File: config.mk
export PLATFORM = sky130hd
export DESIGN_NAME = ascon_state_loader
export DESIGN_NICKNAME = d
export VERILOG_FILES = /design/src/rtl/ascon_state_loader_pkg.sv /design/src/rtl/ascon_state_loader.sv
export SDC_FILE = /design/constraint.sdc
export NUM_CORES = 1
export LEC_CHECK = 0
export ABC_AREA = 1
export ABC_CLOCK_PERIOD_IN_PS = 1700
export CORE_AREA = 5 5 389 391
export DETAILED_ROUTE_END_ITERATION = 16
export DIE_AREA = 0 0 394 396
export SYNTH_ARGS = -nofsm -noshare
export SYNTH_HDL_FRONTEND = slang
export SYNTH_SLANG_ARGS = --single-unit
export TNS_END_PERCENT = 10
File: constraint.sdc
create_clock -name clk_i -period 1.7 [get_ports clk_i]
set_input_delay 0.425 -clock clk_i [delete_from_list [all_inputs] [get_ports clk_i]]
set_output_delay 0.425 -clock clk_i [all_outputs]
set_load 0.005 [all_outputs]
File: src/rtl/ascon_state_loader_pkg.sv
// ----------------------------------------------------------------------------
// ascon_state_loader_pkg
// Shared types and constants for the Ascon initialization front/back end.
//   state_t       : five 64-bit lanes, element [0] is x0 ... element [4] is x4
//   ASCON128_IV   : Ascon-128 initialization vector placed in x0
//   *_WORD_BASE   : first word index of the key and nonce in the write map
//   MASK_*        : load-mask patterns (bit w set once word w was written)
//   fsm_state_e   : loader control states
// ----------------------------------------------------------------------------
package ascon_state_loader_pkg;

    typedef logic [4:0][63:0] state_t;

    localparam logic [63:0] ASCON128_IV = 64'h80400c0600000000;

    localparam logic [2:0] KEY_WORD_BASE   = 3'd0;
    localparam logic [2:0] NONCE_WORD_BASE = 3'd4;

    localparam logic [7:0] MASK_ALL   = 8'hFF;
    localparam logic [7:0] MASK_NONCE = 8'hF0;

    typedef enum logic [2:0] {
        IDLE,
        START,
        WAIT,
        FINAL,
        OUT
    } fsm_state_e;

endpackage

File: src/rtl/ascon_state_loader.sv
// ----------------------------------------------------------------------------
// ascon_state_loader
// Loads a 128-bit key and nonce through 32-bit word writes, presents
// IV||K||N to the Ascon init stage, launches it, captures the permuted state,
// applies the closing key XOR to x3/x4 and hands the result downstream.
//
// Ports
//   clk_i, rst_i          : clock, synchronous active-high reset
//   we_i, addr_i, wdata_i : word write (0-3 key, 4-7 nonce, big-endian)
//   go_i                  : request an initialization run
//   clr_err_i             : clear sticky errors (a coincident set wins)
//   busy_o                : high whenever the FSM is not IDLE
//   err_o                 : sticky [0] incomplete load on go, [1] timeout
//   init_start_o          : one-cycle start pulse to the init stage
//   init_state_o          : initial state IV||K||N
//   init_state_i          : permuted state, valid when init_update_i
//   init_finished_i       : init stage completion pulse
//   out_state_o           : initialized state
//   out_valid_o/out_ready_i : downstream handshake
// ----------------------------------------------------------------------------
module ascon_state_loader
    import ascon_state_loader_pkg::*;
#(
    parameter logic [63:0] IV             = ASCON128_IV,
    parameter int          TIMEOUT_CYCLES = 32
) (
    input  logic        clk_i,
    input  logic        rst_i,
    input  logic        we_i,
    input  logic [2:0]  addr_i,
    input  logic [31:0] wdata_i,
    input  logic        go_i,
    input  logic        clr_err_i,
    output logic        busy_o,
    output logic [1:0]  err_o,
    output logic        init_start_o,
    output state_t      init_state_o,
    input  state_t      init_state_i,
    input  logic        init_update_i,
    input  logic        init_finished_i,
    output state_t      out_state_o,
    output logic        out_valid_o,
    input  logic        out_ready_i
);

    localparam int                CNT_W    = $clog2(TIMEOUT_CYCLES + 1);
    localparam logic [CNT_W-1:0]  CNT_LAST = CNT_W'(TIMEOUT_CYCLES - 1);

    fsm_state_e        state_q, state_d;
    // Word 0 of each 128-bit value is its most significant word, so word w
    // lives in packed slot 3-w (i.e. ~w for a 2-bit index).
    logic [3:0][31:0]  key_q, nonce_q;
    logic [7:0]        mask_q;
    logic [1:0]        err_q, err_set;
    logic [CNT_W-1:0]  cnt_q;
    state_t            state_reg_q;
    logic [1:0]        key_slot, nonce_slot;

    assign key_slot   = 2'(addr_i - KEY_WORD_BASE);
    assign nonce_slot = 2'(addr_i - NONCE_WORD_BASE);

    // NOTE: every signal driven here gets a default first, so no path through
    // the case statement can leave one unassigned and infer a latch.
    always_comb begin
        state_d = state_q;
        err_set = 2'b00;
        case (state_q)
            IDLE: begin
                if (go_i) begin
                    if (mask_q == MASK_ALL) state_d = START;
                    else                    err_set[0] = 1'b1;
                end
            end
            START: state_d = WAIT;
            WAIT: begin
                // finished has priority over a timeout on the same cycle
                if (init_finished_i) begin
                    state_d = FINAL;
                end else if (cnt_q == CNT_LAST) begin
                    state_d    = IDLE;
                    err_set[1] = 1'b1;
                end
            end
            FINAL: state_d = OUT;
            OUT:   if (out_ready_i) state_d = IDLE;
            default: state_d = IDLE;
        endcase
    end

    // NOTE: all state updates use non-blocking assignments so every register
    // samples the pre-edge values regardless of statement order.
    always_ff @(posedge clk_i) begin
        if (rst_i) begin
            state_q     <= IDLE;
            // NOTE: key/nonce storage is reset so init_state_o never exposes
            // stale material from before a reset.
            key_q       <= '0;
            nonce_q     <= '0;
            mask_q      <= '0;
            err_q       <= '0;
            cnt_q       <= '0;
            state_reg_q <= '0;
        end else begin
            state_q <= state_d;
            err_q   <= (clr_err_i ? 2'b00 : err_q) | err_set;
            case (state_q)
                IDLE: begin
                    if (we_i) begin
                        if (addr_i >= NONCE_WORD_BASE) nonce_q[~nonce_slot] <= wdata_i;
                        else                           key_q[~key_slot]     <= wdata_i;
                        mask_q[addr_i] <= 1'b1;
                    end
                end
                START: cnt_q <= '0;
                WAIT: begin
                    cnt_q <= cnt_q + 1'b1;
                    if (init_update_i) state_reg_q <= init_state_i;
                end
                FINAL: begin
                    state_reg_q[3] <= state_reg_q[3] ^ key_q[3:2];
                    state_reg_q[4] <= state_reg_q[4] ^ key_q[1:0];
                    // Nonce must be fully rewritten before the next run.
                    mask_q         <= mask_q & ~MASK_NONCE;
                end
                default: ;
            endcase
        end
    end

    assign init_state_o = {nonce_q[1:0], nonce_q[3:2], key_q[1:0], key_q[3:2], IV};
    assign out_state_o  = state_reg_q;
    assign out_valid_o  = (state_q == OUT);
    assign init_start_o = (state_q == START);
    assign busy_o       = (state_q != IDLE);
    assign err_o        = err_q;

endmodule

==> out/results.txt <==
grt ovf: 0
post-synth cell types: 22
IO buf count: 943
Die H: 396 um
Final min period: 1920 ps
Final period util: 113%
Synth Area in Adders: 0.0497%
area post-placement: 0.0389 mm2
critical path capture point: out_valid_o
Vias: 27.7k
placed cells: 6,436
mux cell area share after synthesis: 0%
Post-DRT Antenna Nets: 0
worst IR drop on VDD: 0.829 mV
Slew Limit Fails: 0
Synth Area in Compound Gates: 6.66%
FF+latch count, synth: 595
GRT Total Usage: 18.0%
crit path max fanout: 3
post-DR wirelength/cell: 22.4 um
post-layout util: 28.6%
Post-Synth Simple-Gate Area: 34.0%
GP Congestion: 0.860
Via density: 4.18
cell at the root of the clock tree: clkbuf_16
FMAX: 520 MHz
RR Startpoint: state_q[2]
Layout area overhead: 67.0%
final hold viol count: 0
RSZ-0062 raised after global routing: true
XOR/XNOR Fraction of Synth Area: 4.46%
Worst setup EP type: output port
HPWL after DPL: 114,000 um
Final setup viols: 72
CP Class: flop to output port
Critical-path top delay cell: dfxtp_2
worst path required time: 1270 ps
largest family of logic cells by synthesized area: simple AND/OR/NAND/NOR gates
worst-case clock buffer depth: 3
die area: 0.156 mm2
worst reg2reg path depth: 11
post-route clock skew: 21.2 ps
fillcell total: 15.8k
Leakage: 22.2 nW
worst setup margin: -224 ps
Hold Crit Class: input pin to flop
final instance count without filler cells: 6,619
clk slew on worst S/H paths: 60 ps
max_cap viols: 0
Ys Warns: 0
final WL: 149,000 um
Avg Cell Area, Syn: 7.05 um2
Clk Latency, worst-skew pair: 650 ps
P per Cell Area: 840 mW/mm2
TNS Setup: -2710 ps
Syn Inst Count: 3,569
sequential-to-total area share from yosys stat: 47.3%
DRT Pass-1 Iters: 5
CP startpoint: state_q[1]
num ports: 1,008
Layout Nets: 4,969
Die W: 394 um
starting density of the core: 17.1%
Mapped Area: 0.0252 mm2
pin count of the biggest net entering global routing: 67
hold_buf cts: 0
Max stage delay on crit path: 340 ps
number of global-route vias before repair: 26.8k
total CTS buffers: 74
failing checks: negative setup slack
global-route wire length before repair: 203,000 um
leading cell types in the layout, fill and taps excluded: 919 x nor2_1, 785 x nand2_1, 392 x nand3_1, 361 x clkdlybuf4s50_1, 357 x dfxtp_1
status: finished, violations left
Clock Sinks: 595
CP startpoint kind: flop
residual DRC count: 0
Final Cell Area: 0.0420 mm2
CTS tree: done
Rows: 141
arrival time worst endpoint: 1500 ps
antenna violations before repair: 42
Core Area: 0.147 mm2
share of layout cells above drive strength 1: 21.0%
CP Cell Sequence: buf_6 > nor3_4 > buf_12
Critical R2R Capture: out_state_o[258]
# H-tree levels: 3
most common library cell in the layout ignoring fill and taps: nor2_1
initial drt markers: 1,667
R2R Setup Slk: -160 ps
report_power, final:
part	switching (mW)	internal, mW
clock	6.86	10.1
combinational	2.08	1.94
sequential	0.204	14.2
what timing repair did:
| action | 4_1_cts | 5_1_grt |
|---|---|---|
| gates resized for setup | 1092 | 665 |
| endpoints found under the setup margin | 852 | 916 |
| setup buffers | 19 | 2 |
| cloned | 0 | 2 |
| pin swaps | 1 | 5 |
synth_stat cells:
cell type | number | area share, %
nor2_1 | 924 | 14
a31oi_1 | 1 | 0.025
nand2_1 | 797 | 12
inv_1 | 50 | 0.75
inv_2 | 8 | 0.12
a22oi_1 | 1 | 0.030
ha_1 | 1 | 0.050
clkbuf_1 | 91 | 1.4
nor3_1 | 1 | 0.020
buf_1 | 38 | 0.57
buf_2 | 109 | 2.2
dfxtp_1 | 595 | 47
nor2_4 | 8 | 0.36
a21oi_1 | 136 | 2.7
nand4_1 | 3 | 0.075
nand3_1 | 394 | 7.8
nor2_2 | 3 | 0.075
buf_4 | 83 | 2.5
xnor2_1 | 128 | 4.5
o21ai_0 | 195 | 3.9
conb_1 | 2 | 0.030
o21ai_1 | 1 | 0.020
worst max-delay path, delay by kind of cell, from the launching register on:
family	cells	cell delay [ps]
flops	1	340
simple gates	1	230
buf+inv	2	280
stage by stage:
stage,hold slack (ps),worst slack [ps],power (mW)
global route,105,-341,36.7
finish,147,-224,35.3
CTS,70.3,-387,35.9
floorplan,440,248,16.1
detailed placement,456,-424,18.8
global placement,448,-379,18.8
state kept, by name, indices dropped and copies added, names as in the netlist:
| name | cells |
|---|---|
| cnt_q | 6 |
| err_o | 2 |
| init_state_o | 256 |
| mask_q | 8 |
| out_state_o | 320 |
| state_q | 3 |
area by class of cell:
cell class | instances | area (um2) | area share (%)
Tap cell | 1930 | 2410 | 5.75
Multi-Input combinational cell | 2657 | 11800 | 28.2
Clock buffer | 102 | 2130 | 5.06
Timing Repair Buffer | 1219 | 12500 | 29.8
Sequential cell | 595 | 12300 | 29.3
Antenna cell | 29 | 72.6 | 0.173
Inverter | 58 | 251 | 0.599
Clock inverter | 29 | 463 | 1.10
kinds of logic after synthesis:
logic type,count (synthesis)
AO/OA/AOI/OAI,334
XOR/XNOR,128
adder cells (fa/ha/maj),1
buffers and inverters,379
flip-flops,595
other,2
AND/OR/NAND/NOR,2130
worst min-delay path by stage:
stage	from	to	slack, ps	cells after the start
6_report	rst_i	out_state_o[1]	150	4
2_1_floorplan	mask_q[0]	mask_q[0]	440	2
3_3_place_gp	mask_q[3]	mask_q[3]	450	2
4_1_cts	rst_i	out_state_o[1]	70	4
5_1_grt	rst_i	out_state_o[33]	100	4
3_5_place_dp	init_state_o[229]	init_state_o[229]	460	2
per-layer routing:
layer  vias up  track usage (%)  wire (um)
met5         -                0         93
met4        18             5.88       5340
met3       239             6.26      13200
met2      1057             30.8      71300
met1     13100             21.0      58600
li1      13300                -          -
Power figures use the tool's default switching activity.
